`src/rtl/nabp_image_ram_arbiter.sv`:
```
// Image RAM port arbiter for the back-projection processing elements.
// Round-robin grants one PE pixel write per cycle and pushes it through a
// three-stage read-modify-write pipeline (S1 read, S2 combine, write register).
// Accumulate mode forwards in-flight results so back-to-back hits on one
// address sum correctly. A small IDLE/RUN/DRAIN sequencer reports frame done.
module nabp_image_ram_arbiter #(
    parameter int NUM_PE = 4,
    parameter int DATA_W = 16,
    parameter int ADDR_W = 16,
    parameter int ACC_W  = 24
) (
    input  logic                     i_clk,
    input  logic                     i_reset,
    input  logic                     i_frame_start,
    input  logic                     i_frame_end,
    input  logic                     i_cfg_accumulate,
    input  logic [NUM_PE-1:0]        i_pe_valid,
    input  logic [NUM_PE*ADDR_W-1:0] i_pe_addr,
    input  logic [NUM_PE*DATA_W-1:0] i_pe_val,
    output logic [NUM_PE-1:0]        o_pe_ready,
    output logic                     o_im_rd_en,
    output logic [ADDR_W-1:0]        o_im_rd_addr,
    input  logic [ACC_W-1:0]         i_im_rd_data,
    output logic                     o_im_wr_en,
    output logic [ADDR_W-1:0]        o_im_wr_addr,
    output logic [ACC_W-1:0]         o_im_wr_data,
    output logic                     o_busy,
    output logic                     o_done,
    output logic                     o_sat
);

    localparam int PTR_W = (NUM_PE > 1) ? $clog2(NUM_PE) : 1;
    localparam logic [ACC_W-1:0] ACC_MAX = {1'b0, {(ACC_W-1){1'b1}}};
    localparam logic [ACC_W-1:0] ACC_MIN = {1'b1, {(ACC_W-1){1'b0}}};

    typedef enum logic [1:0] {
        S_IDLE  = 2'd0,
        S_RUN   = 2'd1,
        S_DRAIN = 2'd2
    } state_t;

    state_t             r_state;
    state_t             w_next_state;
    logic               r_mode;
    logic               r_sat;
    logic               r_done;
    logic [PTR_W-1:0]   r_rr;

    // Pipeline stages: S1 (RAM read issued), S2 (combine), write register,
    // and a hold copy of the write issued one cycle earlier.
    logic               r_s1_valid;
    logic [ADDR_W-1:0]  r_s1_addr;
    logic [DATA_W-1:0]  r_s1_val;
    logic               r_s2_valid;
    logic [ADDR_W-1:0]  r_s2_addr;
    logic [DATA_W-1:0]  r_s2_val;
    logic               r_wr_valid;
    logic [ADDR_W-1:0]  r_wr_addr;
    logic [ACC_W-1:0]   r_wr_data;
    logic               r_hold_valid;
    logic [ADDR_W-1:0]  r_hold_addr;
    logic [ACC_W-1:0]   r_hold_data;

    logic               w_accept;
    logic [PTR_W-1:0]   w_grant_idx;
    logic [PTR_W-1:0]   w_cand;
    logic [ADDR_W-1:0]  w_sel_addr;
    logic [DATA_W-1:0]  w_sel_val;
    logic [ACC_W-1:0]   w_base;
    logic [ACC_W-1:0]   w_val_ext;
    logic [ACC_W:0]     w_sum;
    logic               w_ovf;
    logic [ACC_W-1:0]   w_result;
    logic               w_clamp;
    logic               w_pipe_empty_next;

    // Round-robin search from r_rr upward; only RUN grants.
    // NOTE: every always_comb output gets a default first, so no path can infer a latch.
    always_comb begin
        w_accept    = 1'b0;
        w_grant_idx = '0;
        w_cand      = '0;
        if (r_state == S_RUN) begin
            for (int k = 0; k < NUM_PE; k++) begin
                w_cand = PTR_W'((int'(r_rr) + k) % NUM_PE);
                if (!w_accept && i_pe_valid[w_cand]) begin
                    w_accept    = 1'b1;
                    w_grant_idx = w_cand;
                end
            end
        end
    end

    assign o_pe_ready = w_accept ? (NUM_PE'(1) << w_grant_idx) : '0;
    assign w_sel_addr = i_pe_addr[w_grant_idx*ADDR_W +: ADDR_W];
    assign w_sel_val  = i_pe_val[w_grant_idx*DATA_W +: DATA_W];

    // S2 combine: pick the freshest copy of the word, then add and clamp.
    always_comb begin
        w_base = i_im_rd_data;
        if (r_wr_valid && (r_wr_addr == r_s2_addr)) begin
            w_base = r_wr_data;
        end else if (r_hold_valid && (r_hold_addr == r_s2_addr)) begin
            w_base = r_hold_data;
        end
        w_val_ext = {{(ACC_W-DATA_W){r_s2_val[DATA_W-1]}}, r_s2_val};
        w_sum     = {w_base[ACC_W-1], w_base} + {w_val_ext[ACC_W-1], w_val_ext};
        w_ovf     = (w_sum[ACC_W] != w_sum[ACC_W-1]);
        w_clamp   = r_mode && r_s2_valid && w_ovf;
        if (!r_mode) begin
            w_result = w_val_ext;
        end else if (w_ovf) begin
            w_result = w_sum[ACC_W] ? ACC_MIN : ACC_MAX;
        end else begin
            w_result = w_sum[ACC_W-1:0];
        end
    end

    // Frame sequencer next-state decode.
    always_comb begin
        w_next_state = r_state;
        unique case (r_state)
            S_IDLE:  if (i_frame_start) w_next_state = S_RUN;
            S_RUN:   if (i_frame_end)   w_next_state = S_DRAIN;
            S_DRAIN: if (!r_s1_valid && !r_s2_valid && !r_wr_valid) w_next_state = S_IDLE;
            default: w_next_state = S_IDLE;
        endcase
    end

    // Pipeline will hold nothing next cycle, so DRAIN leaves then.
    assign w_pipe_empty_next = !w_accept && !r_s1_valid && !r_s2_valid;

    // Sequencer state and per-frame control registers.
    // NOTE: sequential state uses non-blocking assignments so every register samples pre-edge values.
    always_ff @(posedge i_clk or posedge i_reset) begin
        if (i_reset) begin
            r_state <= S_IDLE;
            r_mode  <= 1'b0;
            r_sat   <= 1'b0;
            r_done  <= 1'b0;
            r_rr    <= '0;
        end else begin
            r_state <= w_next_state;
            r_done  <= (w_next_state == S_DRAIN) && w_pipe_empty_next;
            if (r_state == S_IDLE && i_frame_start) begin
                r_mode <= i_cfg_accumulate;
                r_sat  <= 1'b0;
            end else if (w_clamp) begin
                r_sat  <= 1'b1;
            end
            if (w_accept) begin
                r_rr <= (w_grant_idx == PTR_W'(NUM_PE-1)) ? '0 : w_grant_idx + 1'b1;
            end
        end
    end

    // Read-modify-write pipeline advance.
    // NOTE: datapath registers are reset too, because they drive RAM address/data outputs that must read 0 in reset.
    always_ff @(posedge i_clk or posedge i_reset) begin
        if (i_reset) begin
            r_s1_valid   <= 1'b0;
            r_s1_addr    <= '0;
            r_s1_val     <= '0;
            r_s2_valid   <= 1'b0;
            r_s2_addr    <= '0;
            r_s2_val     <= '0;
            r_wr_valid   <= 1'b0;
            r_wr_addr    <= '0;
            r_wr_data    <= '0;
            r_hold_valid <= 1'b0;
            r_hold_addr  <= '0;
            r_hold_data  <= '0;
        end else begin
            r_s1_valid   <= w_accept;
            r_s1_addr    <= w_accept ? w_sel_addr : r_s1_addr;
            r_s1_val     <= w_accept ? w_sel_val  : r_s1_val;
            r_s2_valid   <= r_s1_valid;
            r_s2_addr    <= r_s1_addr;
            r_s2_val     <= r_s1_val;
            r_wr_valid   <= r_s2_valid;
            r_wr_addr    <= r_s2_valid ? r_s2_addr : r_wr_addr;
            r_wr_data    <= r_s2_valid ? w_result  : r_wr_data;
            r_hold_valid <= r_wr_valid;
            r_hold_addr  <= r_wr_addr;
            r_hold_data  <= r_wr_data;
        end
    end

    assign o_im_rd_en   = r_s1_valid && r_mode;
    assign o_im_rd_addr = r_s1_addr;
    assign o_im_wr_en   = r_wr_valid;
    assign o_im_wr_addr = r_wr_addr;
    assign o_im_wr_data = r_wr_data;
    assign o_busy       = (r_state != S_IDLE);
    assign o_done       = r_done;
    assign o_sat        = r_sat;

endmodule
```
`config.mk`:
```
export PLATFORM = sky130hd
export DESIGN_NAME = nabp_image_ram_arbiter
export DESIGN_NICKNAME = d
export VERILOG_FILES = /design/src/rtl/nabp_image_ram_arbiter.sv
export SDC_FILE = /design/constraint.sdc
export NUM_CORES = 1
export LEC_CHECK = 0
export CORE_MARGIN = 4
export CORE_UTILIZATION = 50
export CTS_BUF_LIST = sky130_fd_sc_hd__clkbuf_8
export DETAILED_ROUTE_END_ITERATION = 10
export GPL_TIMING_DRIVEN = 0
export HOLD_SLACK_MARGIN = 0.1
export PLACE_DENSITY = 0.83
export SLEW_MARGIN = 20
export SYNTH_ARGS = -nofsm -noshare
export SYNTH_HDL_FRONTEND = slang
export SYNTH_SLANG_ARGS = --single-unit
```
`constraint.sdc`:
```
create_clock -name i_clk -period 6.85 [get_ports i_clk]
set_input_delay 1.0275 -clock i_clk [delete_from_list [all_inputs] [get_ports i_clk]]
set_output_delay 1.0275 -clock i_clk [all_outputs]
set_load 0.005 [all_outputs]
```
==> results.yml <==
clock_tree:
  cts-root-buf: "clkbuf_8"
  insertion_delay_ns: 0.45
  ctsLongestPathBuffers: 2
  cts_buffers: 17
  post-cts-setup-buffers: 0
  cts_hold_buf: 0
  cts_tree: "done"
  cts.clk_slew.worst_paths_ns: 0.08
  cts_resized: 0
  cts_sinks: 155
  h-tree-depth: 4
synth:
  synth.distinct_cells: 53
  synth-seq-area-share_pct: 46.9
  syn-num-nets: 1109
  synthTopCellsByCount: "nand2_1, dfrtp_1, nand3_1"
  synth_area_per_cell_um2: 9.00
  synthCells: 919
  yosys_warnings: 0
  synth_top_area_share_pct: 46.9
  yosysTopAreaCell: "dfrtp_1"
  syn-cell-area_um2: 8270
  synthTopCellsByArea: "dfrtp_1, nand2_1, nand3_1"
  yosysMostFrequentCell: "nand2_1"
  ys_ff_latch: 155
  ys.flop_type: "dfrtp_1"
  synth_edf_count: 0
  synthArstFlopShare_pct: 100
setup_path:
  setup.worst_path.end_class: "flop"
  regToRegSetupSlack_ns: 1.51
  rr_endpoint: "o_im_wr_data[7]$_DFFE_PP0P_"
  rr_worst_depth: 17
  worstReg2RegStart: "r_s2_addr[2]$_DFF_PP0_"
  critPathKind: "reg2reg"
  arrival_ns: 5.66
  path_max_fanout: 10
  cp.required_ns: 7.17
  cp-start-kind: "flop"
timing:
  finClkSkew_ns: 0.0132
  hold_viol_final: 0
  setup_violations: 0
  rsz0062_at_grt: "no"
  final.setup.worst_slack_ns: 1.51
  final.setup.tns_ns: 0
  fin_crit_sh_pct: 78.0
  period_needed_ns: 5.34
  drv_slew: 0
  tightest_slew_ns: 0.828
  max-slew-margin-rel_pct: 44.8
  maxClockFrequency_ghz: 0.187
drt:
  drt-vias-per-instance: 5.48
  drtAntennaViolNets: 0
  dr.pass1.iters: 5
  drt-total-wl_um: 24300
  drc: 0
  wl_per_cell_um: 17.5
  vias: 7636
  drt-initial-drc-count: 662
floorplanning:
  die_y_um: 137
  dieArea_um2: 18700
  die_w_um: 137
  rows: 46
  core_area_um2: 16100
  initial_core_util_pct: 51.5
  ios: 226
layout:
  post-route-util_pct: 70.1
  final_nets: 1354
  fill_cells: 1247
  drive_gt1_share_pct: 5.86
  register_area_um2: 3880
  fin_area_um2: 11300
  syn_to_final_growth_pct: 36.1
  diodes: 0
  multi_input_area_um2: 4170
  final_cells: 1393
placed_design:
  dp.cells: 1361
  place_area_um2: 10800
  port_buffers: 225
  dp_slack_ns: 1.74
  dpl.hpwl_um: 18900
  gp_congestion: 0.923
worst_hold_path:
  min_from: "r_s1_val[10]$_DFFE_PP0P_"
  holdPathEnd: "r_s2_val[10]$_DFF_PP0_"
  hold_path_depth: 0
  min_path_type: "reg2reg"
run:
  max_cap_viol_count: 0
run_status:
  outcome: "complete, no violations"
global_route:
  grt-ovfl-total: 0
  track_usage_pct: 26.0
  grt_max_degree: 84
  grt_pass1_vias: 7468
  antenna_found_initial: 0
  grt_pass1_wl_um: 37700
pwr:
  max-vdd-ir-drop_mv: 0.180
  leakagePower_nw: 5.11
  power_density_nw_per_um2: 434
flip-flops by register name, summed over array words and instances (netlist names), 2 cells and up:
name / cells
r_s1_val: 16
r_hold_data: 24
r_s2_val: 16
r_hold_addr: 16
o_im_rd_addr: 16
r_rr: 2
o_im_wr_data: 24
o_im_wr_addr: 16
r_state: 2
r_s2_addr: 16
critical path, cell delays in order (launching register included):
cell	delay, ns
dfrtp_1	0.44
xnor2_1	0.24
nand4_1	0.17
nor3_1	0.33
nand4_1	0.52
clkbuf_1	0.52
mux2i_1	0.21
a21oi_1	0.25
ha_1	0.31
o21ai_0	0.27
nand2b_1	0.13
a41oi_2	0.35
nor3_2	0.13
o21ai_0	0.43
o311ai_4	0.23
nor2_1	0.24
buf_2	0.31
a21oi_1	0.11
cell usage in the layout, fill, tap and decap left out, types with 23 or more instances in the layout:
cell type / n
a21oi_1: 63
clkbuf_1: 33
clkdlybuf4s50_1: 225
dfrtp_1: 155
ha_1: 28
mux2i_1: 26
nand2_1: 234
nand3_1: 104
nor2_1: 43
o21ai_0: 23
xnor2_1: 35
worst max-delay path by stage:
stage	cells past startpoint	end	startpoint	slack, ns
after detailed placement	17	o_im_wr_data[7]$_DFFE_PP0P_	r_s2_addr[14]$_DFF_PP0_	1.74
after floorplan	1	o_done$_DFF_PP0_	i_reset	1.64
after global routing	17	o_im_wr_data[14]$_DFFE_PP0P_	r_s2_addr[2]$_DFF_PP0_	1.21
after global placement	2	r_s1_val[13]$_DFFE_PP0P_	i_reset	-0.17
final	17	o_im_wr_data[7]$_DFFE_PP0P_	r_s2_addr[2]$_DFF_PP0_	1.51
after CTS	17	o_im_wr_data[7]$_DFFE_PP0P_	r_s2_addr[2]$_DFF_PP0_	1.55
where the power goes:
part	switching (mW)	internal, mW
clock network	0.353	0.384
registers	0.376	1.36
logic	1.25	1.16
metal layers:
layer | up-vias | wire length, µm | global-route usage, %
met2 | 335 | 11600 | 43.4
li1 | 3670 | - | -
met1 | 3578 | 10000 | 33.1
met3 | 53 | 1990 | 5.96
met5 | - | 0 | 0
met4 | 0 | 719 | 9.74
kinds of logic after synthesis:
family / Yosys count / synth area share, %
simple gates: 430 / 23.0
buf+inv: 60 / 2.77
mux: 45 / 5.78
fa+ha+maj: 29 / 4.48
flops: 155 / 46.9
xor+xnor: 53 / 5.61
compound gates: 147 / 11.5
layout make-up:
class                      count  area share, %
timing repair buffer         226           20.2
buffer                        47           1.60
clock buffer                  19           2.32
inverter                      13          0.500
tap                          216           2.40
sequential                   155           34.5
multi-input combinational    704           37.0
clock inverter                13           1.48
through the flow:
step	hold WS, ns	power [mW]
after CTS	0.380	4.89
after global routing	0.393	5.23
after global placement	0.358	4.05
after detailed placement	0.359	4.14
final	0.377	4.89
after floorplan	0.354	3.18
(Power assumes the default switching activity.)
